==> src/rtl/video_timing_gen.sv <==
// Raster timing generator: h/v counters, sync/de/coordinate outputs with a
// shadowed, validated timing configuration applied at frame boundaries.
module video_timing_gen #(
  parameter int unsigned W      = 12,
  parameter int unsigned FCNT_W = 10,
  parameter int unsigned DLY    = 0
) (
  input  logic              I_pxl_clk,
  input  logic              I_rst,
  input  logic              I_en,
  input  logic              I_cfg_load,
  input  logic [W-1:0]      I_h_total,
  input  logic [W-1:0]      I_h_sync,
  input  logic [W-1:0]      I_h_bporch,
  input  logic [W-1:0]      I_h_res,
  input  logic [W-1:0]      I_v_total,
  input  logic [W-1:0]      I_v_sync,
  input  logic [W-1:0]      I_v_bporch,
  input  logic [W-1:0]      I_v_res,
  input  logic              I_hs_pol,
  input  logic              I_vs_pol,
  output logic              O_de,
  output logic              O_hs,
  output logic              O_vs,
  output logic [W-1:0]      O_x,
  output logic [W-1:0]      O_y,
  output logic              O_sof,
  output logic              O_cfg_pending,
  output logic              O_cfg_err,
  output logic [FCNT_W-1:0] O_fcnt
);

  localparam int unsigned SW       = W + 2;
  localparam int unsigned PW       = 4 + 2 * W + FCNT_W;
  localparam int unsigned PIPE_W   = (DLY + 1) * PW;
  localparam int unsigned LAST_SOF = PIPE_W - 4;

  typedef struct packed {
    logic [W-1:0] h_total;
    logic [W-1:0] h_sync;
    logic [W-1:0] h_bporch;
    logic [W-1:0] h_res;
    logic [W-1:0] v_total;
    logic [W-1:0] v_sync;
    logic [W-1:0] v_bporch;
    logic [W-1:0] v_res;
  } timing_t;

  timing_t           w_in;
  timing_t           r_act;
  timing_t           r_pend;
  logic              r_pend_vld;
  logic              r_cfg_err;
  logic [W-1:0]      r_h_cnt;
  logic [W-1:0]      r_v_cnt;
  logic [FCNT_W-1:0] r_fcnt;
  logic [PIPE_W-1:0] r_pipe;

  logic              w_load_ok;
  logic              w_h_last;
  logic              w_v_last;
  logic              w_frame_wrap;
  logic [SW-1:0]     w_h_start;
  logic [SW-1:0]     w_h_stop;
  logic [SW-1:0]     w_v_start;
  logic [SW-1:0]     w_v_stop;
  logic              w_h_act;
  logic              w_v_act;
  logic              w_de;
  logic [W-1:0]      w_x;
  logic [W-1:0]      w_y;
  logic [PW-1:0]     w_stage0;
  logic [PW-1:0]     w_idle;
  logic [PW-1:0]     w_out;

  function automatic logic [SW-1:0] ext(input logic [W-1:0] a);
    return SW'(a);
  endfunction

  assign w_in = {I_h_total, I_h_sync, I_h_bporch, I_h_res,
                 I_v_total, I_v_sync, I_v_bporch, I_v_res};

  // Widened sums keep an overflowing configuration from looking valid.
  assign w_load_ok = (I_h_total >= W'(2)) && (I_v_total >= W'(2)) &&
                     (ext(I_h_sync) + ext(I_h_bporch) + ext(I_h_res) <= ext(I_h_total)) &&
                     (ext(I_v_sync) + ext(I_v_bporch) + ext(I_v_res) <= ext(I_v_total));

  assign w_h_last     = (ext(r_h_cnt) + SW'(1)) >= ext(r_act.h_total);
  assign w_v_last     = (ext(r_v_cnt) + SW'(1)) >= ext(r_act.v_total);
  assign w_frame_wrap = I_en && w_h_last && w_v_last;

  assign w_h_start = ext(r_act.h_sync) + ext(r_act.h_bporch);
  assign w_h_stop  = w_h_start + ext(r_act.h_res);
  assign w_v_start = ext(r_act.v_sync) + ext(r_act.v_bporch);
  assign w_v_stop  = w_v_start + ext(r_act.v_res);
  assign w_h_act   = (ext(r_h_cnt) >= w_h_start) && (ext(r_h_cnt) < w_h_stop);
  assign w_v_act   = (ext(r_v_cnt) >= w_v_start) && (ext(r_v_cnt) < w_v_stop);
  assign w_de      = w_h_act && w_v_act;
  assign w_x       = w_de ? W'(ext(r_h_cnt) - w_h_start) : '0;
  assign w_y       = w_de ? W'(ext(r_v_cnt) - w_v_start) : '0;

  assign w_stage0 = {w_de,
                     (r_h_cnt < r_act.h_sync) ~^ I_hs_pol,
                     (r_v_cnt < r_act.v_sync) ~^ I_vs_pol,
                     (r_h_cnt == '0) && (r_v_cnt == '0),
                     w_x, w_y, r_fcnt};
  assign w_idle   = {1'b0, ~I_hs_pol, ~I_vs_pol, 1'b0, (PW - 4)'(0)};

  // Pixel/line counters and frame counter.
  always_ff @(posedge I_pxl_clk) begin
    if (I_rst) begin
      r_h_cnt <= '0;
      r_v_cnt <= '0;
      r_fcnt  <= '0;
    end else if (I_en) begin
      if (w_h_last) begin
        r_h_cnt <= '0;
        if (w_v_last) begin
          r_v_cnt <= '0;
          r_fcnt  <= r_fcnt + FCNT_W'(1);
        end else begin
          r_v_cnt <= r_v_cnt + W'(1);
        end
      end else begin
        r_h_cnt <= r_h_cnt + W'(1);
      end
    end
  end

  // Shadow configuration: apply old pending set at wrap, then capture any new load.
  always_ff @(posedge I_pxl_clk) begin
    if (I_rst) begin
      r_act      <= w_in;
      r_pend     <= w_in;
      r_pend_vld <= 1'b0;
      r_cfg_err  <= 1'b0;
    end else begin
      r_cfg_err <= I_cfg_load && !w_load_ok;
      if (w_frame_wrap && r_pend_vld) begin
        r_act <= r_pend;
      end
      if (I_cfg_load && w_load_ok) begin
        r_pend     <= w_in;
        r_pend_vld <= 1'b1;
      end else if (w_frame_wrap) begin
        r_pend_vld <= 1'b0;
      end
    end
  end

  // Output pipeline; the newest stage sits in the low bits.
  always_ff @(posedge I_pxl_clk) begin
    if (I_rst) begin
      r_pipe <= {(DLY + 1){w_idle}};
    end else if (I_en) begin
      r_pipe <= PIPE_W'({r_pipe, w_stage0});
    end else begin
      r_pipe[LAST_SOF] <= 1'b0;
    end
  end

  assign w_out         = r_pipe[PIPE_W-1 -: PW];
  assign O_de          = w_out[PW-1];
  assign O_hs          = w_out[PW-2];
  assign O_vs          = w_out[PW-3];
  assign O_sof         = w_out[PW-4];
  assign O_x           = w_out[FCNT_W+2*W-1 -: W];
  assign O_y           = w_out[FCNT_W+W-1 -: W];
  assign O_fcnt        = w_out[FCNT_W-1:0];
  assign O_cfg_pending = r_pend_vld;
  assign O_cfg_err     = r_cfg_err;

endmodule

==> config.mk <==
export PLATFORM = sky130hd
export DESIGN_NAME = video_timing_gen
export DESIGN_NICKNAME = d
export VERILOG_FILES = /design/src/rtl/video_timing_gen.sv
export SDC_FILE = /design/constraint.sdc
export NUM_CORES = 1
export LEC_CHECK = 0
export BUFFER_PORTS_ARGS = -buffer_cell sky130_fd_sc_hd__buf_2
export CORE_MARGIN = 2
export CORE_UTILIZATION = 30
export CTS_CLUSTER_SIZE = 14
export DETAILED_ROUTE_END_ITERATION = 10
export SYNTH_ARGS = -nofsm -noshare
export SYNTH_HDL_FRONTEND = slang
export SYNTH_SLANG_ARGS = --single-unit
==> constraint.sdc <==
create_clock -name I_pxl_clk -period 28.9 [get_ports I_pxl_clk]
set_clock_uncertainty 0.05 [all_clocks]
set_input_delay 5.78 -clock I_pxl_clk [delete_from_list [all_inputs] [get_ports I_pxl_clk]]
set_output_delay 5.78 -clock I_pxl_clk [all_outputs]
set_load 0.1 [all_outputs]
==> metrics.csv <==
stage,metric,value,unit
outcome,outcome,finished clean,
clocking,cts_tree,done,
placement,place_hpwl,34000,microns
grt,grtUsageTotal,0.148,
pwr,powerDensity,61.5,nW/um^2
clocking,clock-root-buffer,clkbuf_16,
flow_run,max_cap_viol_count,0,
pwr,peakVddDrop,0.0430,mV
hold_path,min_from,r_pipe[13]$_SDFFE_PP0P_,
clocking,cts_max_path_buffers,3,
critical_path,regToRegStartpoint,r_act[73]$_DFFE_PP_,
clocking,cts_resized,0,
sta,tns,0,ns
yosys,yosysSeqAreaShare,0.425,
layout,syn_to_final_growth,15.3,%
layout,final_common_cell,ha_1,
critical_path,cp.required,29.06,ns
sta,hold_violations,0,
critical_path,max_stage_delay,0.65,ns
yosys,ys_ff_latch,266,
critical_path,path_max_fanout,49,
sta,slew_violations,0,
layout,register_area,7270,sq um
grt,grt_max_degree,77,
drt,drc,0,
die,die_area,58900,sq um
clocking,post-cts-setup-buffer-count,0,
die,die_w,243,microns
drt,vias,12100,
drt,firstDrtPassIters,7,
yosys,syn_nets,1864,
sta,post-route-period-util,0.386,
clocking,cts.clk_slew.worst_paths,0.06,ns
clocking,htree_levels,1,
sta,worst_slew_pin_slew,0.990,ns
sta,max_freq,89.6,MHz
critical_path,slowest_stage,a41o_4,
clocking,clkSinkCount,266,
clocking,hold_buffers,0,
critical_path,worstPathCellList,"buf_2, fa_1, ha_1, fa_1, a21o_1, a21boi_0, o21ai_0, a21oi_1, nor2_1, nor2_1, xnor2_1, ha_1, a2111oi_0, o21ai_0, a21oi_1, a21oi_1, nor4_1, and2_1, a41o_4, buf_4",
placement,port_buffers,141,
sta,relSlewSlack,0.340,
critical_path,end_kind,register,
yosys,synthCells,1535,
yosys,ys.warnings.count,0,
yosys,ys_types,66,
critical_path,setup.worst_path.start,I_v_sync[1],
die,initial_core_util,0.303,
die,core-area,56400,sq um
critical_path,path_delay_family,compound AO/OA/AOI/OAI gates,
layout,multi_input_area,9240,sq um
sta,setup_viol,0,
hold_path,min_path_type,register to register,
layout,drive_above_1_share,0.200,
die,ios,142,
placement,gp_congestion,0.886,
layout,fill_cells,5708,
pwr,total_power,1.21,mW
yosys,ys.flop_type,edfxtp_1,
critical_path,path_buf_inv,2,
yosys,syn_area,17100,sq um
critical_path,arrival,11.32,ns
grt,grt_pass1_wl,69200,microns
drt,drt-initial-drc-count,667,
clocking,numCtsBuffers,31,
drt,drtAntennaViolNets,0,
sta,rsz0062_at_grt,false,
critical_path,cpMostUsedCell,a21oi_1,
die,die_y,243,microns
layout,layout_common_cells,"195 x ha_1, 194 x edfxtp_1, 140 x buf_2, 126 x inv_1, 98 x mux2_2",
pwr,p_leak,8.43,nW
yosys,avgSynthCellArea,11.1,sq um
grt,grt_overflow_total,0,
yosys,synth_edf_count,194,
grt,grt_antenna_before_repair,11,
critical_path,startpoint_type,input pin,
critical_path,path_class,input pin to register,
drt,via_per_inst,4.89,
yosys,async_flop_share,0,
sta,period_minus_slack,11.16,ns
die,row_count,87,
clocking,clock_latency,0.58,ns
drt,drt-wirelength-per-cell,17.9,microns
drt,routed_wl,44200,microns
layout,fin_nets,2014,
grt,first_global_vias,12300,
-- flip-flops by register name (all words and copies together) (netlist names) --
name,flops
O_cfg_err,1
O_cfg_pending,1
r_act,96
r_fcnt,10
r_h_cnt,12
r_pend,96
r_pipe,38
r_v_cnt,12
-- where the power goes --
group | internal, mW | total, mW | switching [mW]
Clock | 0.232 | 0.390 | 0.159
Combinational | 0.155 | 0.369 | 0.214
Sequential | 0.444 | 0.454 | 0.0100
Total | 0.831 | 1.21 | 0.382
-- metal layers --
layer / track usage / vias to the layer above / wire, microns
li1: - / 5977 / -
met1: 0.191 / 5826 / 20100
met2: 0.253 / 206 / 21300
met3: 0.0231 / 72 / 1660
met4: 0.0458 / 8 / 1080
met5: 0 / - / 51
-- cells in the mapped netlist, types with 37 or more instances --
master / number / area share
a21o_1: 37 / 0.016
nor2_1: 80 / 0.018
dfxtp_1: 72 / 0.084
xnor2_1: 63 / 0.032
nand2_1: 78 / 0.017
edfxtp_1: 194 / 0.34
ha_1: 195 / 0.14
mux2_2: 98 / 0.065
a21oi_1: 83 / 0.024
inv_1: 126 / 0.028
o21ai_0: 60 / 0.018
xor2_1: 38 / 0.019
-- kinds of logic after synthesis --
kind of cell / after synthesis / share of synthesized area
muxes: 112 / 0.0727
AOI/OAI and AO/OA: 326 / 0.133
adders and majority gates: 227 / 0.180
xor gates and xnor gates: 101 / 0.0517
buffers and inverters: 159 / 0.0367
and+or+nand+nor: 344 / 0.101
DFF: 266 / 0.425
-- stage by stage --
step | area (sq um) | setup WS [ns] | std cells | utilization | hold WS [ns]
after detailed placement | 18700 | 17.18 | 2408 | 0.332 | 0.392
after floorplan | 17100 | 14.69 | 1535 | - | 0.410
final | 19700 | 17.74 | 2472 | 0.350 | 0.399
after global routing | 19700 | 17.31 | 2472 | 0.350 | 0.430
after CTS | 19700 | 17.79 | 2464 | 0.349 | 0.406
after global placement | 18700 | 17.27 | 2408 | 0.332 | 0.390
-- final timing paths --
check / endpoint / slack, ns / depth (start not counted)
worst max-delay path: r_pend[0]$_DFFE_PP_ / 17.74 / 20
worst min-delay path: r_pipe[13]$_SDFFE_PP0P_ / 0.40 / 2
worst max register to register: r_pipe[12]$_SDFFE_PP0P_ / 23.13 / 22
worst min register to register: r_pipe[13]$_SDFFE_PP0P_ / 0.40 / 2
-- worst register-to-register path, stage by stage, from the launching register on --
cell      delay [ns]
edfxtp_1        0.45
ha_1            0.31
a21o_1          0.18
a21oi_1         0.27
o21bai_1        0.10
a21oi_1         0.21
xnor2_1         0.19
ha_1            0.34
or2_2           0.31
a21oi_1         0.15
a21oi_1         0.09
a21o_1          0.24
a21o_1          0.18
a21oi_1         0.16
xor2_1          0.09
ha_1            0.19
nor3_1          0.21
o21ai_0         0.11
a21oi_1         0.16
nand3_1         0.13
a221oi_2        0.36
nand3_2         0.62
o41ai_1         0.56
-- final cells by class --
cell class	instances	area share
clock buffers	37	0.0405
repair buffers	150	0.0393
flip-flops and latches	266	0.368
clock inverters	19	0.0104
diodes	8	0.00101
inverters	126	0.0240
well taps	756	0.0480
multi-input cells	1110	0.468
No activity file was read; power rests on OpenSTA's default activity.
